## src/rtl/cpu_sequencer_if.sv

```systemverilog
// Bus between the sequencer core and its program ROM / data memory.
// The core is the master: it drives addresses and strobes, and the ROM
// and memory return data. The ROM answers combinationally; the data
// memory answers one cycle after mem_rd.
interface cpu_sequencer_if #(
  parameter int DATA_W  = 8,
  parameter int PC_W    = 12,
  parameter int MADDR_W = 8
);
  logic [PC_W-1:0]    rom_addr;
  logic [15:0]        rom_data;
  logic [MADDR_W-1:0] mem_addr;
  logic               mem_rd;
  logic               mem_wr;
  logic [DATA_W-1:0]  mem_wdata;
  logic [DATA_W-1:0]  mem_rdata;

  modport master (
    output rom_addr,
    input  rom_data,
    output mem_addr,
    output mem_rd,
    output mem_wr,
    output mem_wdata,
    input  mem_rdata
  );

  modport slave (
    input  rom_addr,
    output rom_data,
    input  mem_addr,
    input  mem_rd,
    input  mem_wr,
    input  mem_wdata,
    output mem_rdata
  );
endinterface

```

## src/rtl/cpu_sequencer.sv

```systemverilog
// Fetch/decode/execute sequencer for a 16-bit program ROM.
// Instruction word: [15:12] opcode, [11] register select (0 = A, 1 = B),
// [10:8] reserved, [7:0] data-memory address.
//
// state  | meaning
// -------+------------------------------------------------------------
// IDLE   | out of reset, waiting for start
// FETCH  | IR <= ROM word at PC
// EXEC   | decode IR; issue memory strobe or update registers/flags
// LOADWB | memory read data returns; write it into A or B
// HALT   | stopped (EQUAL matched or invalid opcode); start restarts
//
// All bus outputs and status come from registered state, IR, A and B,
// so nothing combinational runs from rom_data or mem_rdata to an output.
module cpu_sequencer #(
  parameter int DATA_W  = 8,
  parameter int PC_W    = 12,
  parameter int MADDR_W = 8
) (
  input  logic              clk,
  input  logic              rst_n,
  input  logic              start,
  cpu_sequencer_if.master   bus,
  output logic [DATA_W-1:0] reg_a,
  output logic [DATA_W-1:0] reg_b,
  output logic              equal,
  output logic              carry,
  output logic              zero,
  output logic              busy,
  output logic              done,
  output logic              error
);

  localparam logic [3:0] OPC_OR    = 4'b0001;
  localparam logic [3:0] OPC_AND   = 4'b0010;
  localparam logic [3:0] OPC_LOAD  = 4'b0011;
  localparam logic [3:0] OPC_STORE = 4'b0100;
  localparam logic [3:0] OPC_EQUAL = 4'b0101;
  localparam logic [3:0] OPC_ADD   = 4'b1001;
  localparam logic [3:0] OPC_SUB   = 4'b1010;

  typedef enum logic [2:0] {
    S_IDLE,
    S_FETCH,
    S_EXEC,
    S_LOADWB,
    S_HALT
  } state_t;

  state_t state;
  state_t next_state;

  logic [PC_W-1:0]   pc;
  logic [15:0]       ir;
  logic [3:0]        opc;
  logic              sel;
  logic [2:0]        unused_ir;

  // control strobes from the sequencing logic to the datapath
  logic pc_clr;
  logic pc_inc;
  logic ir_ld;
  logic flags_clr;
  logic alu_wr;
  logic eq_wr;
  logic err_set;
  logic ld_wb;
  logic mem_rd_c;
  logic mem_wr_c;

  // ALU results for the current IR
  logic [DATA_W:0]   sum;
  logic [DATA_W-1:0] alu_res;
  logic              alu_carry;

  assign opc       = ir[15:12];
  assign sel       = ir[11];
  // reserved field of the instruction word carries no meaning
  assign unused_ir = ir[10:8];

  // State register; reset aborts whatever instruction is in flight.
  always_ff @(posedge clk) begin
    if (!rst_n) begin
      state <= S_IDLE;
    end else begin
      state <= next_state;
    end
  end

  // Next-state decode and per-state control strobes.
  always_comb begin
    next_state = state;
    pc_clr     = 1'b0;
    pc_inc     = 1'b0;
    ir_ld      = 1'b0;
    flags_clr  = 1'b0;
    alu_wr     = 1'b0;
    eq_wr      = 1'b0;
    err_set    = 1'b0;
    ld_wb      = 1'b0;
    mem_rd_c   = 1'b0;
    mem_wr_c   = 1'b0;
    case (state)
      S_IDLE, S_HALT: begin
        if (start) begin
          next_state = S_FETCH;
          pc_clr     = 1'b1;
          flags_clr  = 1'b1;
        end
      end
      S_FETCH: begin
        ir_ld      = 1'b1;
        next_state = S_EXEC;
      end
      S_EXEC: begin
        case (opc)
          OPC_LOAD: begin
            mem_rd_c   = 1'b1;
            next_state = S_LOADWB;
          end
          OPC_STORE: begin
            mem_wr_c   = 1'b1;
            pc_inc     = 1'b1;
            next_state = S_FETCH;
          end
          OPC_ADD, OPC_SUB, OPC_OR, OPC_AND: begin
            alu_wr     = 1'b1;
            pc_inc     = 1'b1;
            next_state = S_FETCH;
          end
          OPC_EQUAL: begin
            eq_wr = 1'b1;
            if (reg_a == reg_b) begin
              next_state = S_HALT;
            end else begin
              pc_inc     = 1'b1;
              next_state = S_FETCH;
            end
          end
          default: begin
            // PC stays on the offending instruction for post-mortem
            err_set    = 1'b1;
            next_state = S_HALT;
          end
        endcase
      end
      S_LOADWB: begin
        ld_wb      = 1'b1;
        pc_inc     = 1'b1;
        next_state = S_FETCH;
      end
      default: begin
        next_state = S_IDLE;
      end
    endcase
  end

  // ALU: result always lands in B; carry is ADD carry-out or SUB borrow.
  always_comb begin
    sum       = {1'b0, reg_a} + {1'b0, reg_b};
    alu_res   = '0;
    alu_carry = 1'b0;
    case (opc)
      OPC_ADD: begin
        alu_res   = sum[DATA_W-1:0];
        alu_carry = sum[DATA_W];
      end
      OPC_SUB: begin
        alu_res   = reg_a - reg_b;
        alu_carry = (reg_a < reg_b);
      end
      OPC_OR: begin
        alu_res = reg_a | reg_b;
      end
      OPC_AND: begin
        alu_res = reg_a & reg_b;
      end
      default: begin
        alu_res   = '0;
        alu_carry = 1'b0;
      end
    endcase
  end

  // Program counter and instruction register; PC wraps naturally.
  always_ff @(posedge clk) begin
    if (!rst_n) begin
      pc <= '0;
      ir <= '0;
    end else begin
      if (pc_clr) begin
        pc <= '0;
      end else if (pc_inc) begin
        pc <= pc + 1'b1;
      end
      if (ir_ld) begin
        ir <= bus.rom_data;
      end
    end
  end

  // Accumulators: ALU writes B, LOADWB writes the selected register.
  always_ff @(posedge clk) begin
    if (!rst_n) begin
      reg_a <= '0;
      reg_b <= '0;
    end else begin
      if (alu_wr) begin
        reg_b <= alu_res;
      end
      if (ld_wb) begin
        if (sel) begin
          reg_b <= bus.mem_rdata;
        end else begin
          reg_a <= bus.mem_rdata;
        end
      end
    end
  end

  // Status flags; a fresh start clears them, EQUAL touches only equal.
  always_ff @(posedge clk) begin
    if (!rst_n) begin
      equal <= 1'b0;
      carry <= 1'b0;
      zero  <= 1'b0;
      error <= 1'b0;
    end else begin
      if (flags_clr) begin
        equal <= 1'b0;
        carry <= 1'b0;
        zero  <= 1'b0;
        error <= 1'b0;
      end
      if (alu_wr) begin
        carry <= alu_carry;
        zero  <= (alu_res == '0);
      end
      if (eq_wr) begin
        equal <= (reg_a == reg_b);
      end
      if (err_set) begin
        error <= 1'b1;
      end
    end
  end

  assign bus.rom_addr  = pc;
  assign bus.mem_addr  = ir[MADDR_W-1:0];
  assign bus.mem_rd    = mem_rd_c;
  assign bus.mem_wr    = mem_wr_c;
  assign bus.mem_wdata = sel ? reg_b : reg_a;

  assign busy = (state != S_IDLE) && (state != S_HALT);
  assign done = (state == S_HALT);

endmodule

```

## src/flat_wrapper.sv

```systemverilog
// flat-port wrapper written by rule: the top's interface ports become plain ports
module cpu_sequencer_flat 
#(
  parameter int DATA_W  = 8,
  parameter int PC_W    = 12,
  parameter int MADDR_W = 8
)
  (clk, rst_n, start, reg_a, reg_b, equal, carry, zero, busy, done, error, bus_rom_addr, bus_rom_data, bus_mem_addr, bus_mem_rd, bus_mem_wr, bus_mem_wdata, bus_mem_rdata);
  cpu_sequencer_if #(.DATA_W(DATA_W), .PC_W(PC_W), .MADDR_W(MADDR_W)) bus_i ();
  input  logic clk;
  input  logic rst_n;
  input  logic start;
  output logic [DATA_W-1:0] reg_a;
  output logic [DATA_W-1:0] reg_b;
  output logic equal;
  output logic carry;
  output logic zero;
  output logic busy;
  output logic done;
  output logic error;
  output wire logic [$bits(bus_i.rom_addr)-1:0] bus_rom_addr;
  input wire logic [$bits(bus_i.rom_data)-1:0] bus_rom_data;
  output wire logic [$bits(bus_i.mem_addr)-1:0] bus_mem_addr;
  output wire logic [$bits(bus_i.mem_rd)-1:0] bus_mem_rd;
  output wire logic [$bits(bus_i.mem_wr)-1:0] bus_mem_wr;
  output wire logic [$bits(bus_i.mem_wdata)-1:0] bus_mem_wdata;
  input wire logic [$bits(bus_i.mem_rdata)-1:0] bus_mem_rdata;
  assign bus_rom_addr = bus_i.rom_addr;
  assign bus_i.rom_data = bus_rom_data;
  assign bus_mem_addr = bus_i.mem_addr;
  assign bus_mem_rd = bus_i.mem_rd;
  assign bus_mem_wr = bus_i.mem_wr;
  assign bus_mem_wdata = bus_i.mem_wdata;
  assign bus_i.mem_rdata = bus_mem_rdata;
  cpu_sequencer #(.DATA_W(DATA_W), .PC_W(PC_W), .MADDR_W(MADDR_W)) u_core (.clk(clk), .rst_n(rst_n), .start(start), .bus(bus_i), .reg_a(reg_a), .reg_b(reg_b), .equal(equal), .carry(carry), .zero(zero), .busy(busy), .done(done), .error(error));
endmodule
```

## config.mk

```make
export PLATFORM = sky130hd
export DESIGN_NAME = cpu_sequencer_flat
export DESIGN_NICKNAME = d
export VERILOG_FILES = /design/src/rtl/cpu_sequencer_if.sv /design/src/rtl/cpu_sequencer.sv /design/src/flat_wrapper.sv
export SDC_FILE = /design/constraint.sdc
export NUM_CORES = 1
export LEC_CHECK = 0
export BUFFER_PORTS_ARGS = -buffer_cell sky130_fd_sc_hd__buf_2
export CAP_MARGIN = 10
export CORE_MARGIN = 4
export CORE_UTILIZATION = 50
export DETAILED_ROUTE_END_ITERATION = 7
export PLACE_DENSITY = 0.75
export SYNTH_ARGS = -nofsm -noshare
export SYNTH_HDL_FRONTEND = slang
export SYNTH_SLANG_ARGS = --single-unit
```

## constraint.sdc

```tcl
create_clock -name clk -period 3.55 [get_ports clk]
set_clock_uncertainty 0.2 [all_clocks]
set_input_delay 0.355 -clock clk [delete_from_list [all_inputs] [get_ports clk]]
set_output_delay 0.355 -clock clk [all_outputs]
set_load 0.01 [all_outputs]
```

Yosys cells after proc, flatten, opt, wreduce, memory -nomap -nowiden
Cells that the tools add are included.
Widths: inputs -> output; s select.
Storage, ports and cells
  bits in latches: 0
  memory bits (read-only): 0
  input bits: 27
  flip-flop bits (word level): 51
  memories kept: 0
  output and inout bits: 52
  bits in writable memories: 0
Cells by class
  div/mod/pow operators: 0
  muxes and demuxes: 32
  bitwise operators: 4
  reduce and logical (&&, ||, !) cells: 13
  multipliers: 0
  shift-type cells: 0
  equal/unequal tests: 14
  add/sub/neg operators: 3
  magnitude comparators: 1
Operators by type and width (number)
  $mux 8: 4
  $pmux 8 s4: 1
  $mux 1: 20
  $add 12x1->12 const B: 1
  $pmux 3 s4: 1
  $add 8x8->9: 1
  $pmux 3 s3: 1
  $and 8x8->8: 1
  $eq 4x2->1 const B: 2
  $eq 4x3->1 const B: 2
  $eq 4x4->1 const B: 2
  $eq 8x8->1: 1
  $logic_not 8->1: 1
  $lt 8x8->1: 1
  $or 8x8->8: 1
  $sub 8x8->8: 1
  $reduce_or 7->1: 1
  $eq 3x2->1 const B: 2
  $mux 3: 2
  $pmux 1 s2: 3
  $reduce_bool 2->1: 3
  $reduce_or 5->1: 1
  $eq 4x1->1 const B: 1
  $reduce_or 2->1: 2
  other kinds (10): 11

Longest topological paths before layout
  word-level depth: 7
  gate-level depth with buffers: 11
  gate-level depth less buffers: 10

Least setup slack after synthesis
OpenSTA, ideal clock, no wires.
  path kind: register -> register
  from: register u_core.reg_a[4]
  to: register u_core.pc[9] (netlist: u_core.bus.rom_addr[9])
  stages on the path, launching flop included: 11
  setup time: 0.128 ns
  period minus slack after synthesis: 2.586 ns
  data arrival time: 2.258 ns
  path buffers: 1
  data required time: 3.222 ns
  path slack: 0.964 ns
  cell sequence: dfxtp_1 -> inv_1 -> ha_1 -> nor4_1 -> a31oi_2 -> o31ai_4 -> or2_1 -> buf_2 -> nor3_1 -> xnor2_1 -> nor2_1
On the way
  longest elaborated chain between the ends: 4
RTL lines
  start, declared: RTL line cpu_sequencer.sv:24  | output logic [DATA_W-1:0] reg_a,
  start signal, assigned: RTL line cpu_sequencer.sv:215  | reg_a <= bus.mem_rdata;
  $eq 8x8->1: RTL line cpu_sequencer.sv:133  | if (reg_a == reg_b) begin
  $mux 1: RTL line cpu_sequencer.sv:133
  $pmux 1 s2: RTL line cpu_sequencer.sv:116  | case (opc)
  $pmux 1 s2: RTL line cpu_sequencer.sv:103  | case (state)
  end signal, assigned: RTL line cpu_sequencer.sv:194  | pc <= pc + 1'b1;
  end, declared: RTL line cpu_sequencer.sv:53  | logic [PC_W-1:0] pc;
Every way passes these cells.
A chain may end at the register's enable or synchronous reset.

Worst setup path after layout
  from: register u_core.reg_a[1]
  to: register u_core.pc[9] (netlist: u_core.bus.rom_addr[9])
The elaborated chain is that of the path after synthesis.

==> impl_metrics.ini <==
[run_status]
run_status = complete, no violations

[layout]
fin_nets = 528
n_antenna_cell = 0
final_cell_mix = 75 x buf_2, 59 x nand2_1, 48 x dfxtp_1
drive_above_1_share_pct = 21.1
area_delta_synth_final_pct = 14.6
num-fill-cells = 604
layout_commonest_cell = buf_2

[pwr]
comb_power_share_pct = 11.2
swShare_pct = 26.6
power_density_mw_per_mm2 = 305
power_frac_clock_pct = 38.4
switchingPower_mw = 0.301
power_frac_seq_pct = 50.5
peakVddDrop_mv = 0.226
intPower_mw = 0.832
p_leak_nw = 1.57

[drt]
vias = 3169
wl_per_cell_um = 15.6
drt_iter0_drc = 184
drt_wl_total_mm = 8.62
drtAntennaViolNets = 0
via_per_inst = 5.75
drc = 0
drtPass1Iterations = 5

[clock_tree]
h-tree-depth = 2
cts_setup_buffers = 0
cts.sinks = 48
cts_tree = built
cts_max_path_buffers = 2
clk_pin_slew_ns = 0.10
cts_resized = 0
cts_buffers = 5
clock_latency_ns = 0.31
hold_buffers = 0
cts_root_buf = clkbuf_8

[floorplanning]
dieArea_mm2 = 0.00784
die_w_um = 88.5
core_region_area_mm2 = 0.00631
num_rows = 29
io_pins = 79
die_h_um = 88.5
start_util_pct = 51.3

[timing]
period_share_pct = 81.1
final.min_clock_period_ns = 2.88
fin_ws_ns = 0.672
fmaxAchievable_mhz = 347
tns_ns = 0
rsz0062_at_grt = no
finalHoldViolations = 0
maxSlewHeadroom_pct = 24.1
slew_violations = 0
tightest_slew_ns = 1.14
finalSetupViolations = 0

[global_routing]
grtUsageTotal_pct = 22.1
grt_pass1_wl_mm = 13.7
grt_max_degree = 34
grt_antenna_before_repair = 0
grt-ovfl-total = 0
grt_pass1_vias = 2842

[yosys]
ys_seq_area_share_pct = 29.6
synth_ff_type = dfxtp_1
async_flop_share_pct = 0
syn_area_mm2 = 0.00324
synth-warning-count = 0
ys_types = 58
synth_seq_cells = 48
avgSynthCellArea_um2 = 7.79
syn_inst = 416
synth_nets = 471
synth_edf_count = 0

[worst_setup_path]
crit_path_max_incr_delay_ns = 0.52
cp_num_buf_inv = 1
cp_slowest_cell = nor4_1
start_kind = flip-flop
endpoint_kind = flip-flop
path_class = reg2reg
path_cells = inv_1 > ha_1 > nor4_1 > a31oi_2 > o31ai_4 > or2_1 > nor3_1 > xnor2_1 > nor2_1
arrival_ns = 2.87
required_ns = 3.54
path_max_fanout = 7
crit_family = simple AND/OR/NAND/NOR gates

[placement]
port_buffers = 75
gp_congestion = 0.967
dp_slack_ns = 0.686
hpwlAfterDp_mm = 6.25

[job]
drv_cap = 0

[hold_path]
hold_path.class = in2reg
cell usage after synthesis, types with 5 or more instances:
library cell | n | share of area, %
nand2_1 | 59 | 6.8
dfxtp_1 | 48 | 30
a21oi_1 | 38 | 5.9
nor2_1 | 33 | 3.8
inv_1 | 32 | 3.7
ha_1 | 26 | 10
o21ai_0 | 19 | 2.9
clkbuf_1 | 15 | 1.7
nand3_1 | 11 | 1.7
mux2i_1 | 9 | 2.8
buf_4 | 8 | 1.9
nor3_1 | 7 | 1.1
o211ai_1 | 7 | 1.6
xnor2_1 | 7 | 1.9
a211oi_1 | 6 | 1.4
and3_1 | 5 | 0.96
nor2b_1 | 5 | 0.96
metal layers:
metal	GRT usage, %	up-vias	part of all wire [%]
met1	30.5	1477	46
met3	3.54	13	6.3
met2	35.0	118	46
li1	-	1561	-
met5	0	-	0
met4	8.10	0	1.6
state kept, by name, indices dropped and copies added, names as in the netlist:
name	flops
u_core.reg_a	8
u_core.carry	1
u_core.state	3
u_core.zero	1
u_core.reg_b	8
u_core.ir	13
u_core.error	1
u_core.bus.rom_addr	12
u_core.equal	1
final timing paths:
check	start	end	slack (ns)	depth (start not counted)
setup reg to reg	u_core.reg_a[1]	u_core.bus.rom_addr[9]	0.67	9
hold reg to reg	u_core.ir[4]	u_core.ir[4]	0.25	2
setup / recovery	u_core.reg_a[1]	u_core.bus.rom_addr[9]	0.67	9
hold / removal	bus_rom_data[15]	u_core.ir[15]	0.08	3
through the flow:
| step | std cells | power (mW) | area, um^2 | hold slack [ns] | util, % |
|---|---|---|---|---|---|
| after global routing | 551 | 1.18 | 3710 | 0.0719 | 58.8 |
| after detailed placement | 543 | 0.710 | 3590 | 0.244 | 56.9 |
| after global placement | 543 | 0.707 | 3590 | 0.240 | 56.9 |
| final | 551 | 1.13 | 3710 | 0.0767 | 58.8 |
| after CTS | 551 | 1.14 | 3710 | 0.0715 | 58.8 |
| after floorplan | 416 | 0.668 | 3240 | 0.237 | - |
cell families (layout without fill, tap and decap cells):
| family | after synthesis | count (layout) | share of synthesized area [%] |
|---|---|---|---|
| simple gates | 149 | 149 | 22.1 |
| compound gates | 111 | 111 | 23.0 |
| buf+inv | 59 | 117 | 7.91 |
| flops | 48 | 48 | 29.6 |
| fa+ha+maj | 28 | 28 | 11.3 |
| xor+xnor | 11 | 11 | 2.97 |
| mux | 10 | 10 | 3.13 |
tightest hold or removal path, delay by kind of cell:
family                 cells  cell delay [ns]
AND/OR/NAND/NOR            1             0.04
buffers and inverters      1             0.09
AO/OA/AOI/OAI              1             0.05
cell type report:
type                    count  area, um^2  share of cell area (%)
clock buffers               6        82.6                    2.22
clock inverters             2        38.8                    1.04
inverters                  32         120                    3.23
multi-input cells         309        2020                    54.5
flip-flops and latches     48         961                    25.9
well taps                  77        96.3                    2.59
repair buffers             77         390                    10.5
power by group through the flow:
stage / Clock (mW) / Sequential, mW / Combinational, mW
floorplan: 0 / 0.574 / 0.0937
global placement: 0 / 0.583 / 0.124
detailed placement: 0 / 0.584 / 0.126
CTS: 0.444 / 0.571 / 0.127
global route: 0.464 / 0.575 / 0.142
finish: 0.435 / 0.572 / 0.126
Power figures use the tool's default switching activity.
